## src/rtl/fb_writer_pkg.sv

```systemverilog
// fb_writer_pkg
// Shared definitions for the frame-buffer pixel writer:
//   PIX_W / WORD_W : packed 6:6:6 pixel width and two-pixel ZBT word width
//   ENTRY_ADDR_W   : address width carried in a word FIFO entry
//   fifo_entry_t   : one queued write, {addr, data}
//   wr_state_t     : write FSM states IDLE / REQ / WRITE
package fb_writer_pkg;

    localparam int PIX_W        = 18;
    localparam int WORD_W       = 36;
    // Width of the address field stored in the FIFO. The top level's ADDR_W
    // parameter defaults to this value; the top casts between the two.
    localparam int ENTRY_ADDR_W = 19;

    typedef struct packed {
        logic [ENTRY_ADDR_W-1:0] addr;
        logic [WORD_W-1:0]       data;
    } fifo_entry_t;

    typedef enum logic [1:0] {
        IDLE  = 2'd0,
        REQ   = 2'd1,
        WRITE = 2'd2
    } wr_state_t;

endpackage

```

## src/rtl/fb_word_fifo.sv

```systemverilog
// fb_word_fifo
// Small synchronous FIFO holding packed frame-buffer writes.
// Ports:
//   clk, reset : clock and synchronous active-high reset (empties the FIFO)
//   push       : write push_data this cycle; ignored when full unless pop
//                is also asserted (the entry being popped frees its slot)
//   push_data  : entry to enqueue
//   pop        : remove the head entry this cycle (never asserted when empty)
//   head       : current head entry, visible combinationally
//   full/empty : occupancy flags for the current cycle
// Pointers count entries with one spare bit so full and empty are
// distinguished without a separate counter.
module fb_word_fifo #(
    parameter int DEPTH = 4,
    parameter int W     = 55
) (
    input  logic         clk,
    input  logic         reset,
    input  logic         push,
    input  logic [W-1:0] push_data,
    input  logic         pop,
    output logic [W-1:0] head,
    output logic         full,
    output logic         empty
);

    localparam int AW = $clog2(DEPTH);

    logic [W-1:0] mem [DEPTH];
    logic [AW:0]  wr_ptr;
    logic [AW:0]  rd_ptr;
    logic         do_push;
    logic         do_pop;

    assign empty = (wr_ptr == rd_ptr);
    assign full  = (wr_ptr[AW] != rd_ptr[AW]) &&
                   (wr_ptr[AW-1:0] == rd_ptr[AW-1:0]);

    // A push while full succeeds only when the head leaves in the same cycle.
    // The write then lands in the slot being vacated, which is safe because
    // the head is read combinationally before the edge.
    assign do_push = push && (!full || pop);
    assign do_pop  = pop && !empty;

    assign head = mem[rd_ptr[AW-1:0]];

    always_ff @(posedge clk) begin
        if (reset) begin
            wr_ptr <= '0;
            rd_ptr <= '0;
        end else begin
            if (do_push) begin
                wr_ptr <= wr_ptr + (AW+1)'(1);
            end
            if (do_pop) begin
                rd_ptr <= rd_ptr + (AW+1)'(1);
            end
        end
    end

    // Storage carries no reset; only the pointers define validity.
    always_ff @(posedge clk) begin
        if (do_push) begin
            mem[wr_ptr[AW-1:0]] <= push_data;
        end
    end

endmodule

```

## src/rtl/fb_pixel_writer.sv

```systemverilog
// fb_pixel_writer
// Writes the processed pixel stream into the frame buffer.
// The source valid/start-of-frame strobes are delayed to line up with the
// colour pipeline output, each pixel is truncated to 6:6:6, two pixels are
// packed into one 36-bit word, and words are queued in a small FIFO that is
// drained through a request/grant port shared with the display reader.
// Ports:
//   clk, reset : clock, synchronous active-high reset
//   uptRGB     : processed pixel {R,G,B}, valid when the delayed valid is high
//   pix_valid  : pixel valid, aligned with RGB entering the colour stage
//   pix_sof    : first pixel of a frame, qualified by pix_valid
//   mem_req    : frame-buffer access request (held from REQ through WRITE)
//   mem_grant  : arbiter grant, honoured only in REQ
//   mem_we     : one-cycle write strobe
//   mem_addr   : write address, holds its last value outside WRITE
//   mem_data   : write data, holds its last value outside WRITE
//   overflow   : sticky, set when a completed word could not be queued
//
// Handshake: a write is requested by holding mem_req high; the arbiter
// answers with mem_grant while the FSM is in REQ, the head word is loaded
// into mem_addr/mem_data on that edge and mem_we pulses for exactly the next
// cycle. mem_req only falls after a WRITE cycle with nothing left to send.
module fb_pixel_writer #(
    parameter int PIPE_LAT    = 8,
    parameter int FRAME_WORDS = 153600,
    parameter int ADDR_W      = 19,
    parameter int FIFO_DEPTH  = 4
) (
    input  logic              clk,
    input  logic              reset,
    input  logic [23:0]       uptRGB,
    input  logic              pix_valid,
    input  logic              pix_sof,
    output logic              mem_req,
    input  logic              mem_grant,
    output logic              mem_we,
    output logic [ADDR_W-1:0] mem_addr,
    output logic [35:0]       mem_data,
    output logic              overflow
);

    import fb_writer_pkg::*;

    localparam logic [ADDR_W-1:0] LAST_ADDR = ADDR_W'(FRAME_WORDS - 1);

    // ------------------------------------------------------------------
    // Strobe delay lines: d_valid/d_sof line up with uptRGB.
    // ------------------------------------------------------------------
    logic [PIPE_LAT-1:0] valid_sr;
    logic [PIPE_LAT-1:0] sof_sr;
    logic                d_valid;
    logic                d_sof;

    assign d_valid = valid_sr[PIPE_LAT-1];
    assign d_sof   = sof_sr[PIPE_LAT-1];

    always_ff @(posedge clk) begin
        if (reset) begin
            valid_sr <= '0;
            sof_sr   <= '0;
        end else begin
            valid_sr <= {valid_sr[PIPE_LAT-2:0], pix_valid};
            sof_sr   <= {sof_sr[PIPE_LAT-2:0], pix_sof};
        end
    end

    // ------------------------------------------------------------------
    // Truncation to 6:6:6.
    // ------------------------------------------------------------------
    logic [PIX_W-1:0] pix;
    logic             unused_lsbs;

    assign pix         = {uptRGB[23:18], uptRGB[15:10], uptRGB[7:2]};
    assign unused_lsbs = ^{uptRGB[17:16], uptRGB[9:8], uptRGB[1:0]};

    // ------------------------------------------------------------------
    // Packer and address counter.
    // hold_sof marks that the held first half started a frame; the word it
    // completes goes to address 0 and restarts the counter after it.
    // ------------------------------------------------------------------
    logic              half;
    logic              hold_sof;
    logic [PIX_W-1:0]  hold;
    logic [ADDR_W-1:0] wr_addr;
    logic [ADDR_W-1:0] word_addr;
    logic              push;
    fifo_entry_t       push_entry;

    // An SOF pixel always starts a new word, so it never completes one.
    assign push      = d_valid && half && !d_sof;
    assign word_addr = hold_sof ? '0 : wr_addr;

    always_comb begin
        push_entry      = '0;
        push_entry.addr = ENTRY_ADDR_W'(word_addr);
        push_entry.data = {hold, pix};
    end

    always_ff @(posedge clk) begin
        if (reset) begin
            half     <= 1'b0;
            hold_sof <= 1'b0;
            hold     <= '0;
            wr_addr  <= '0;
        end else if (d_valid) begin
            if (d_sof || !half) begin
                // First half of a word; a pending half is discarded on SOF.
                hold     <= pix;
                hold_sof <= d_sof;
                half     <= 1'b1;
            end else begin
                // Word completed: the address advances even if the FIFO
                // drops it, so later words keep their frame position.
                half     <= 1'b0;
                hold_sof <= 1'b0;
                if (word_addr == LAST_ADDR) begin
                    wr_addr <= '0;
                end else begin
                    wr_addr <= word_addr + ADDR_W'(1);
                end
            end
        end
    end

    // ------------------------------------------------------------------
    // Word FIFO.
    // ------------------------------------------------------------------
    wr_state_t   state;
    fifo_entry_t head_entry;
    logic        fifo_full;
    logic        fifo_empty;
    logic        pop;

    // REQ is only entered with a non-empty FIFO and nothing else pops, so a
    // grant in REQ always has a head to take.
    assign pop = (state == REQ) && mem_grant;

    fb_word_fifo #(
        .DEPTH (FIFO_DEPTH),
        .W     ($bits(fifo_entry_t))
    ) u_fifo (
        .clk       (clk),
        .reset     (reset),
        .push      (push),
        .push_data (push_entry),
        .pop       (pop),
        .head      (head_entry),
        .full      (fifo_full),
        .empty     (fifo_empty)
    );

    always_ff @(posedge clk) begin
        if (reset) begin
            overflow <= 1'b0;
        end else if (push && fifo_full && !pop) begin
            overflow <= 1'b1;
        end
    end

    // ------------------------------------------------------------------
    // Write FSM with registered request/strobe/address/data outputs.
    // ------------------------------------------------------------------
    always_ff @(posedge clk) begin
        if (reset) begin
            state    <= IDLE;
            mem_req  <= 1'b0;
            mem_we   <= 1'b0;
            mem_addr <= '0;
            mem_data <= '0;
        end else begin
            case (state)
                IDLE: begin
                    mem_we <= 1'b0;
                    if (!fifo_empty) begin
                        state   <= REQ;
                        mem_req <= 1'b1;
                    end
                end
                REQ: begin
                    if (mem_grant) begin
                        state    <= WRITE;
                        mem_we   <= 1'b1;
                        mem_addr <= ADDR_W'(head_entry.addr);
                        mem_data <= head_entry.data;
                    end
                end
                WRITE: begin
                    mem_we <= 1'b0;
                    if (!fifo_empty) begin
                        state <= REQ;
                    end else begin
                        state   <= IDLE;
                        mem_req <= 1'b0;
                    end
                end
                default: begin
                    state   <= IDLE;
                    mem_req <= 1'b0;
                    mem_we  <= 1'b0;
                end
            endcase
        end
    end

endmodule

```

## config.mk

```make
export PLATFORM = sky130hd
export DESIGN_NAME = fb_pixel_writer
export DESIGN_NICKNAME = d
export VERILOG_FILES = /design/src/rtl/fb_writer_pkg.sv /design/src/rtl/fb_word_fifo.sv /design/src/rtl/fb_pixel_writer.sv
export SDC_FILE = /design/constraint.sdc
export NUM_CORES = 1
export LEC_CHECK = 0
export BUFFER_PORTS_ARGS = -buffer_cell sky130_fd_sc_hd__buf_2
export CAP_MARGIN = 20
export CELL_PAD_IN_SITES_DETAIL_PLACEMENT = 1
export CELL_PAD_IN_SITES_GLOBAL_PLACEMENT = 2
export CORE_ASPECT_RATIO = 1.25
export CORE_MARGIN = 4
export CORE_UTILIZATION = 43
export DETAILED_ROUTE_END_ITERATION = 8
export PLACE_DENSITY = 0.86
export SYNTH_ARGS = -nofsm -noshare
export SYNTH_HDL_FRONTEND = slang
export SYNTH_SLANG_ARGS = --single-unit
```

## constraint.sdc

```tcl
create_clock -name clk -period 3.95 [get_ports clk]
set_input_delay 0.5925 -clock clk [delete_from_list [all_inputs] [get_ports clk]]
set_output_delay 0.5925 -clock clk [all_outputs]
set_load 0.01 [all_outputs]
```

==> results of run 1 <==
==> power groups by stage <==
stage | Combinational (mW) | Clock, mW | Sequential (mW)
4_1_cts | 0.0653 | 3.36 | 3.77
3_3_place_gp | 0.0613 | 0 | 3.85
2_1_floorplan | 0.0293 | 0 | 3.85
6_report | 0.0636 | 3.28 | 3.77
5_1_grt | 0.0715 | 3.52 | 3.77
3_5_place_dp | 0.0646 | 0 | 3.85
==> final cells by class <==
| type | instances | share of cell area |
|---|---|---|
| Clock buffer | 42 | 0.0627 |
| Clock inverter | 20 | 0.0154 |
| Inverter | 8 | 0.00204 |
| Multi-Input combinational cell | 472 | 0.233 |
| Sequential cell | 341 | 0.614 |
| Tap cell | 396 | 0.0337 |
| Timing Repair Buffer | 94 | 0.0393 |
==> how the worst min path moves through the flow <==
stage | end | cells after the start | slack (ns) | start
after detailed placement | sof_sr[1]$_SDFF_PP0_ | 1 | 0.43 | sof_sr[0]$_SDFF_PP0_
after global routing | u_fifo.mem[2][11]$_DFFE_PP_ | 1 | 0.31 | uptRGB[15]
after floorplan | sof_sr[1]$_SDFF_PP0_ | 1 | 0.41 | sof_sr[0]$_SDFF_PP0_
final | valid_sr[0]$_SDFF_PP0_ | 2 | 0.31 | pix_valid
after CTS | valid_sr[0]$_SDFF_PP0_ | 2 | 0.29 | pix_valid
after global placement | sof_sr[1]$_SDFF_PP0_ | 1 | 0.42 | sof_sr[0]$_SDFF_PP0_
==> cells in the final DEF, fill, tap and decap left out, drive strengths merged, types with 8 or more instances in the layout <==
cell type | netlist | final
edfxtp | 220 | 220
nand2 | 173 | 173
dfxtp | 121 | 121
buf | 16 | 94
a21oi | 84 | 84
mux4 | 55 | 55
clkbuf | 28 | 42
nor2b | 29 | 29
nor2 | 20 | 20
clkinv | 0 | 14
nand3 | 11 | 11
and2 | 11 | 11
and3 | 9 | 9
inv | 8 | 8
o21ai | 8 | 8
==> metal layers <==
metal,vias up,GRT usage,share of wire
met1,3700,0.221,0.41
met5,-,0,0
li1,3345,-,-
met2,139,0.334,0.53
met3,48,0.0267,0.033
met4,0,0.0465,0.022
==> sequential cells by signal (all words and copies together) (netlist names) <==
signal and flops:
mem_addr 19, sof_sr 8, mem_we 1, wr_addr 19, mem_data 36, hold 18, u_fifo.wr_ptr 3, half 1
mem_req 1, u_fifo.rd_ptr 3, hold_sof 1, state 2, overflow 1, u_fifo.mem 220, valid_sr 8
==> cell families (layout without fill, tap and decap cells) <==
kind of cell,after synthesis,after routing,synth area share
buffers and inverters,52,164,0.0168
DFF,341,341,0.713
adders and majority gates,6,6,0.00593
xor gates and xnor gates,9,9,0.00623
and+or+nand+nor,291,291,0.112
muxes,57,57,0.0994
AOI/OAI and AO/OA,109,109,0.0468
==> per-stage QoR <==
step                 util  hold WS, ns  cell area [um^2]  cells  worst slack (ns)
global placement    0.464        0.415             13500   1310              1.28
finish              0.505        0.308             14700   1373              1.26
global route        0.505        0.308             14700   1373             0.987
CTS                 0.504        0.291             14700   1372              1.18
floorplan               -        0.414             12700    865             0.970
detailed placement  0.464        0.426             13500   1310              1.21
==> results.ini, run 1 <==
[synthesis]
ys_ff_latch=341
synthTopCellsByArea=edfxtp_1, dfxtp_1, mux4_2, nand2_1, a21oi_1
synth_nets=900
ys.flop_type=edfxtp_1
yosys_warnings=0
synth_most_common_cell=edfxtp_1
synth_edf_count=220
synth_area_per_cell_um2=14.6
synthTopCellsByCount=edfxtp_1, nand2_1, dfxtp_1
syn_inst=865
synth_top_area_share=0.522
async_flop_share=0
ys_types=53
synth_seq_area_share=0.713
yosys.area.top_type=edfxtp_1
synth_area_um2=12700

[layout]
fin_nets=986
area_growth_pct=16.2
drive_gt1_frac=0.230
fillCellCount=2896
ff_latch_area_um2=9030
antennaDiodeCount=0
multi_input_area_um2=3430

[detailed_routing]
viasPerCell=5.27
antenna_left=0
drt_iter0_drc=425
drc=0
first_pass_iters=5
avgRoutedWirePerCell_um=20.6
routed_wl_um=28200
num_vias=7232

[die]
die_height_um=200
io_pins=87
core_um2=29200
rows=70
die_w_um=161
dieArea_um2=32300
initial_core_util=0.434

[timing]
rsz0062_at_grt=false
setup_viol=0
setup_tns_ns=0
finalMaxSlewViolations=0
fin_crit_ns=2.69
fin_crit_sh=0.682
skew_ns=0.0354
finalHoldViolCount=0
clock.fmax_mhz=371
worstMarginPinSlew_ns=1.08
max_slew_margin=0.279

[clock_network]
cts_tree=built
root_buffer=clkbuf_16
cts_buffers=34
path_clk_slew_ns=0.06
clockBufferDepth=3
clock_latency_ns=0.52
post_cts_buffers=0
cts_hold_buf=0
cts_max_level=2
cts_resized=0
cts.sink_count=341

[power_and_ir_drop]
switching_power_mw=1.40
sequentialPowerShare=0.530
total_power_mw=7.12
p_comb_frac=0.009
clkPwrFrac=0.461
powerDensity_nw_per_um2=484
power.internal_mw=5.72
sw_frac_of_total=0.196
power_leakage_nw=4.97
ir_drop_mv=0.315

[worst_setup_path]
r2r_start=valid_sr[7]$_SDFF_PP0_
slowest_delay_ns=0.64
setup.worst_path.end=u_fifo.wr_ptr[2]$_SDFFE_PP0P_
endpoint_kind=flip-flop
crit_buf_inv=1
path_class=flip-flop to flip-flop
worst-path-stages=6
cp_data_required_time_ns=4.29
startpoint=valid_sr[7]$_SDFF_PP0_
start_kind=flip-flop
cp_slowest_cell=and2_2
cp_top_family=simple AND/OR/NAND/NOR gates
crit_arrival_ns=3.04
ff2ff_path_depth=6
crit_path_cell_trace=nand3b_1 -> a41oi_1 -> and2_2 -> buf_4 -> xnor2_1 -> nor2_1
cp_max_fo=17
r2r_end=u_fifo.wr_ptr[2]$_SDFFE_PP0P_
reg2reg_slack_ns=1.26

[grt]
grt_pass1_wl_um=44900
overflow=0
grt_use_total=0.180
antenna_found_initial=0
first_global_vias=7809
grt_max_degree=83

[placement]
hpwl_um=16800
port_buffers=80
gp_congestion=0.762

[run]
drv_cap=0

[run_status]
status=finished, final reports clean

[min_path]
hold_class=input port to flip-flop

(Power assumes the default switching activity.)
==> inputs of run 2 (changes only) <==
- clock period: 3.95 -> 2.71 ns (I/O delays scaled with it)
==> run 2 against run 1 <==
First-iteration DRC count is 13% higher. Global-route usage is 0.14 points higher. Clock power is 44% higher. Wire length is 1.1% higher. Clock skew is 0.012 ns lower. Register-to-register slack worse by 0.86 ns. Sequential power is 46% higher. Critical path type unchanged. Largest cell class unchanged. Largest power group unchanged.
==> results.ini, run 2 (same netlist as run 1, synthesis figures left out) <==
[placement]
gp_congestion=0.778
hpwl_um=17900
pre_cts_ws_ns=0.413
placed_area_um2=13700
port_buffers=80
place_inst=1319

[timing]
fin_crit_ns=2.31
timing.hold.ws_ns=0.111
max_slew_margin=0.412
finalHoldViolCount=0
setup_tns_ns=0
fin_crit_sh=0.854
worstMarginPinSlew_ns=0.882
clock.fmax_mhz=432
finalMaxSlewViolations=0
skew_ns=0.0234
setup_slack_ns=0.396
rsz0062_at_grt=false
setup_viol=0

[grt]
grt_pass1_wl_um=45400
overflow=0
grt_use_total=0.181
first_global_vias=8034
antenna_found_initial=0
grt_max_degree=61

[detailed_routing]
num_vias=7322
drt_iter0_drc=480
avgRoutedWirePerCell_um=20.6
antenna_left=0
viasPerCell=5.29
routed_wl_um=28600
drc=0
first_pass_iters=4

[clock_network]
cts_buffers=35
cts_resized=0
root_buffer=clkbuf_16
cts_tree=built
clock_latency_ns=0.52
cts_hold_buf=0
post_cts_buffers=0
cts_max_level=2
path_clk_slew_ns=0.06
clockBufferDepth=3
cts.sink_count=341

[worst_setup_path]
cp_data_required_time_ns=3.14
reg2reg_slack_ns=0.40
cp_max_fo=7
endpoint_kind=flip-flop
path_class=flip-flop to flip-flop
crit_arrival_ns=2.74
start_kind=flip-flop

[layout]
antennaDiodeCount=0
fillCellCount=2929
drive_gt1_frac=0.236
multi_input_area_um2=3430
final_common_cell=edfxtp_1
ff_latch_area_um2=9030
largest_reg_flops=220
final_cell_mix=edfxtp_1, nand2_1, dfxtp_1
fin_nets=995
fin_cells=1383
final_core_util=0.507
area_growth_pct=16.8
stdcell_area_um2=14800

[die]
rows=70
dieArea_um2=32300
io_pins=87
core_um2=29200
initial_core_util=0.434
die_w_um=161
die_height_um=200

[power_and_ir_drop]
clkPwrFrac=0.457
ir_drop_mv=0.428
power.internal_mw=8.26
total_power_mw=10.3
p_comb_frac=0.009
sw_frac_of_total=0.198
powerDensity_nw_per_um2=697
switching_power_mw=2.04
sequentialPowerShare=0.534
power_leakage_nw=5.01

[run_status]
status=finished, final reports clean

[min_path]
hold_class=input port to flip-flop

[run]
drv_cap=0

run 2: routing by layer:
metal,global-route usage,share of wire
met4,0.0645,0.031
met5,0,0
met3,0.0296,0.036
met2,0.338,0.54
met1,0.212,0.39
run 2: final timing paths:
kind                           startpoint                        to  depth (start not counted)
setup / recovery  wr_addr[1]$_SDFFE_PP0P_  wr_addr[12]$_SDFFE_PP0P_                          7
hold / removal                  pix_valid    valid_sr[0]$_SDFF_PP0_                          2
setup reg to reg  wr_addr[1]$_SDFFE_PP0P_  wr_addr[12]$_SDFFE_PP0P_                          7
hold reg to reg      sof_sr[3]$_SDFF_PP0_      sof_sr[4]$_SDFF_PP0_                          1
run 2: power by group through the flow:
| stage | registers (mW) | clock network, mW | logic [mW] |
|---|---|---|---|
| 6_report | 5.50 | 4.71 | 0.0953 |
| 5_1_grt | 5.50 | 5.07 | 0.104 |
| 4_1_cts | 5.50 | 4.82 | 0.0974 |
| 3_5_place_dp | 5.61 | 0 | 0.0955 |
| 3_3_place_gp | 5.61 | 0 | 0.0887 |
| 2_1_floorplan | 5.61 | 0 | 0.0428 |
run 2: worst max-delay path, stage by stage, from the launching register on:
cell and delay, ns:
dfxtp_1 0.42, nor2b_1 0.37, ha_1 0.26, and2_1 0.18
nand4_4 0.15, or2_1 0.31, or3_1 0.34, a31oi_1 0.20
run 2: area by class of cell:
cell class	instances	area share
well taps	396	0.0335
clock inverters	17	0.0109
inverters	8	0.00203
multi-input cells	472	0.232
clock buffers	47	0.0657
repair buffers	102	0.0452
flip-flops and latches	341	0.611
==> inputs of run 3 (changes only) <==
- ABC_AREA: default -> 1
- CORE_UTILIZATION: 43 -> 40
==> run 3 against run 2 <==
Hold slack lost 0.015 ns. Sequential power is essentially flat. Largest power group unchanged. Die area grew 12%. Total power grew 0.17%. Cell area grew 3.5%. Count of clock-buffer cells in the layout grew 7.
==> results.ini, run 3 <==
[run_status]
status=finished, final reports clean

[synthesis]
ys_types=38
synth_most_common_cell=edfxtp_1
ys.flop_type=edfxtp_1
synth_area_per_cell_um2=11.2
synth_edf_count=220
syn_inst=1192
synth_area_um2=13300
synthTopCellsByCount=edfxtp_1, nor2_1, o21ai_0
yosys_warnings=0
ys_ff_latch=341
synthTopCellsByArea=edfxtp_1, dfxtp_1, o21ai_0, nor2_1, o21bai_1
synth_top_area_share=0.497
synth_seq_area_share=0.679
async_flop_share=0
synth_nets=1227
yosys.area.top_type=edfxtp_1

[placement]
port_buffers=80
gp_congestion=0.803
place_inst=1649
pre_cts_ws_ns=0.584
hpwl_um=20400

[clock_network]
path_clk_slew_ns=0.06
cts_buffers=36
cts_max_level=2
clock_latency_ns=0.53
cts.sink_count=341
clockBufferDepth=3
post_cts_buffers=0
cts_hold_buf=0
cts_resized=0
cts_tree=built
root_buffer=clkbuf_16

[grt]
grt_use_total=0.185
first_global_vias=9714
antenna_found_initial=1
grt_pass1_wl_um=52800
grt_max_degree=71
overflow=0

[detailed_routing]
avgRoutedWirePerCell_um=19.3
antenna_left=0
routed_wl_um=33100
drt_iter0_drc=565
viasPerCell=5.21
first_pass_iters=5
drc=0
num_vias=8942

[timing]
setup_tns_ns=0
timing.hold.ws_ns=0.0955
setup_viol=0
fin_crit_sh=0.788
finalMaxSlewViolations=0
rsz0062_at_grt=false
setup_slack_ns=0.575
skew_ns=0.0209
fin_crit_ns=2.13
max_slew_margin=0.472
finalHoldViolCount=0
worstMarginPinSlew_ns=0.792
clock.fmax_mhz=468

[worst_setup_path]
cp_top_family=simple AND/OR/NAND/NOR gates
crit_path_cell_trace=inv_2 -> nand2_1 -> inv_1 -> ha_1 -> nand3_1 -> nor2_2 -> nand3_4 -> nor2_8 -> nor2_8 -> nand2_8 -> o21ai_2
cp_data_required_time_ns=3.12
path_class=flip-flop to flip-flop
start_kind=flip-flop
cpMostUsedCell=nor2_8
endpoint_kind=flip-flop
crit_buf_inv=2
slowest_delay_ns=0.45
cp_max_fo=9
reg2reg_slack_ns=0.58
crit_arrival_ns=2.55
cp_slowest_cell=dfxtp_1

[die]
initial_core_util=0.406
die_w_um=171
io_pins=87
die_height_um=212
core_um2=32800
rows=74
dieArea_um2=36200

[layout]
area_growth_pct=15.1
final_cell_mix=edfxtp_1, nor2_1, o21ai_0
fin_cells=1716
largest_reg_flops=220
drive_gt1_frac=0.157
final_common_cell=edfxtp_1
fin_nets=1304

[power_and_ir_drop]
total_power_mw=10.3
sw_frac_of_total=0.200
power_leakage_nw=5.89
powerDensity_nw_per_um2=675
ir_drop_mv=0.385
power.internal_mw=8.26
clkPwrFrac=0.459
sequentialPowerShare=0.532
switching_power_mw=2.07
p_comb_frac=0.009

[min_path]
hold_class=input port to flip-flop

[run]
drv_cap=0

run 3: per-layer routing:
layer | up-vias | track usage | wire length, um
li1 | 4261 | - | -
met1 | 4474 | 0.219 | 13500
met2 | 154 | 0.338 | 17400
met3 | 53 | 0.0275 | 1180
met4 | 0 | 0.0683 | 989
met5 | - | 0 | 0
run 3: worst register-to-register path: stages (launching register included):
cell     delay (ns)
dfxtp_1        0.45
inv_2          0.13
nand2_1        0.08
inv_1          0.16
ha_1           0.24
nand3_1        0.13
nor2_2         0.26
nand3_4        0.17
nor2_8         0.17
nor2_8         0.07
nand2_8        0.12
o21ai_2        0.06
run 3: power by group through the flow:
| stage | registers, mW | clock network, mW | logic (mW) |
|---|---|---|---|
| 2_1_floorplan | 5.60 | 0 | 0.0364 |
| 3_3_place_gp | 5.60 | 0 | 0.0965 |
| 3_5_place_dp | 5.60 | 0 | 0.0982 |
| 4_1_cts | 5.49 | 4.86 | 0.0987 |
| 5_1_grt | 5.49 | 5.09 | 0.108 |
| 6_report | 5.49 | 4.74 | 0.0975 |
run 3: final cells by class:
class	count	area, um^2
tap	418	523
fill	3542	17500
sequential	341	9030
clock inverter	12	118
antenna	1	2.50
clock buffer	54	1030
multi-input combinational	670	3530
timing repair buffer	106	633
inverter	114	430
run 3: path summary, 6_finish.rpt:
check	cells past startpoint	from	endpoint
worst max-delay path	11	hold_sof$_SDFFE_PP0P_	wr_addr[6]$_SDFFE_PP0P_
worst max register to register	11	hold_sof$_SDFFE_PP0P_	wr_addr[6]$_SDFFE_PP0P_
worst min-delay path	3	pix_sof	sof_sr[0]$_SDFF_PP0_
worst min register to register	2	valid_sr[1]$_SDFF_PP0_	valid_sr[2]$_SDFF_PP0_
run 3: kinds of logic after synthesis:
family / Yosys count / synth area share
AOI/OAI and AO/OA: 321 / 0.139
xor gates and xnor gates: 13 / 0.00857
adders and majority gates: 6 / 0.00565
buffers and inverters: 181 / 0.0571
DFF: 341 / 0.679
and+or+nand+nor: 330 / 0.110
run 3: stage by stage:
step / area, um^2 / util
after CTS: 15300 / 0.467
after floorplan: 13300 / -
after global placement: 14200 / 0.432
after global routing: 15300 / 0.467
final: 15300 / 0.467
after detailed placement: 14200 / 0.432
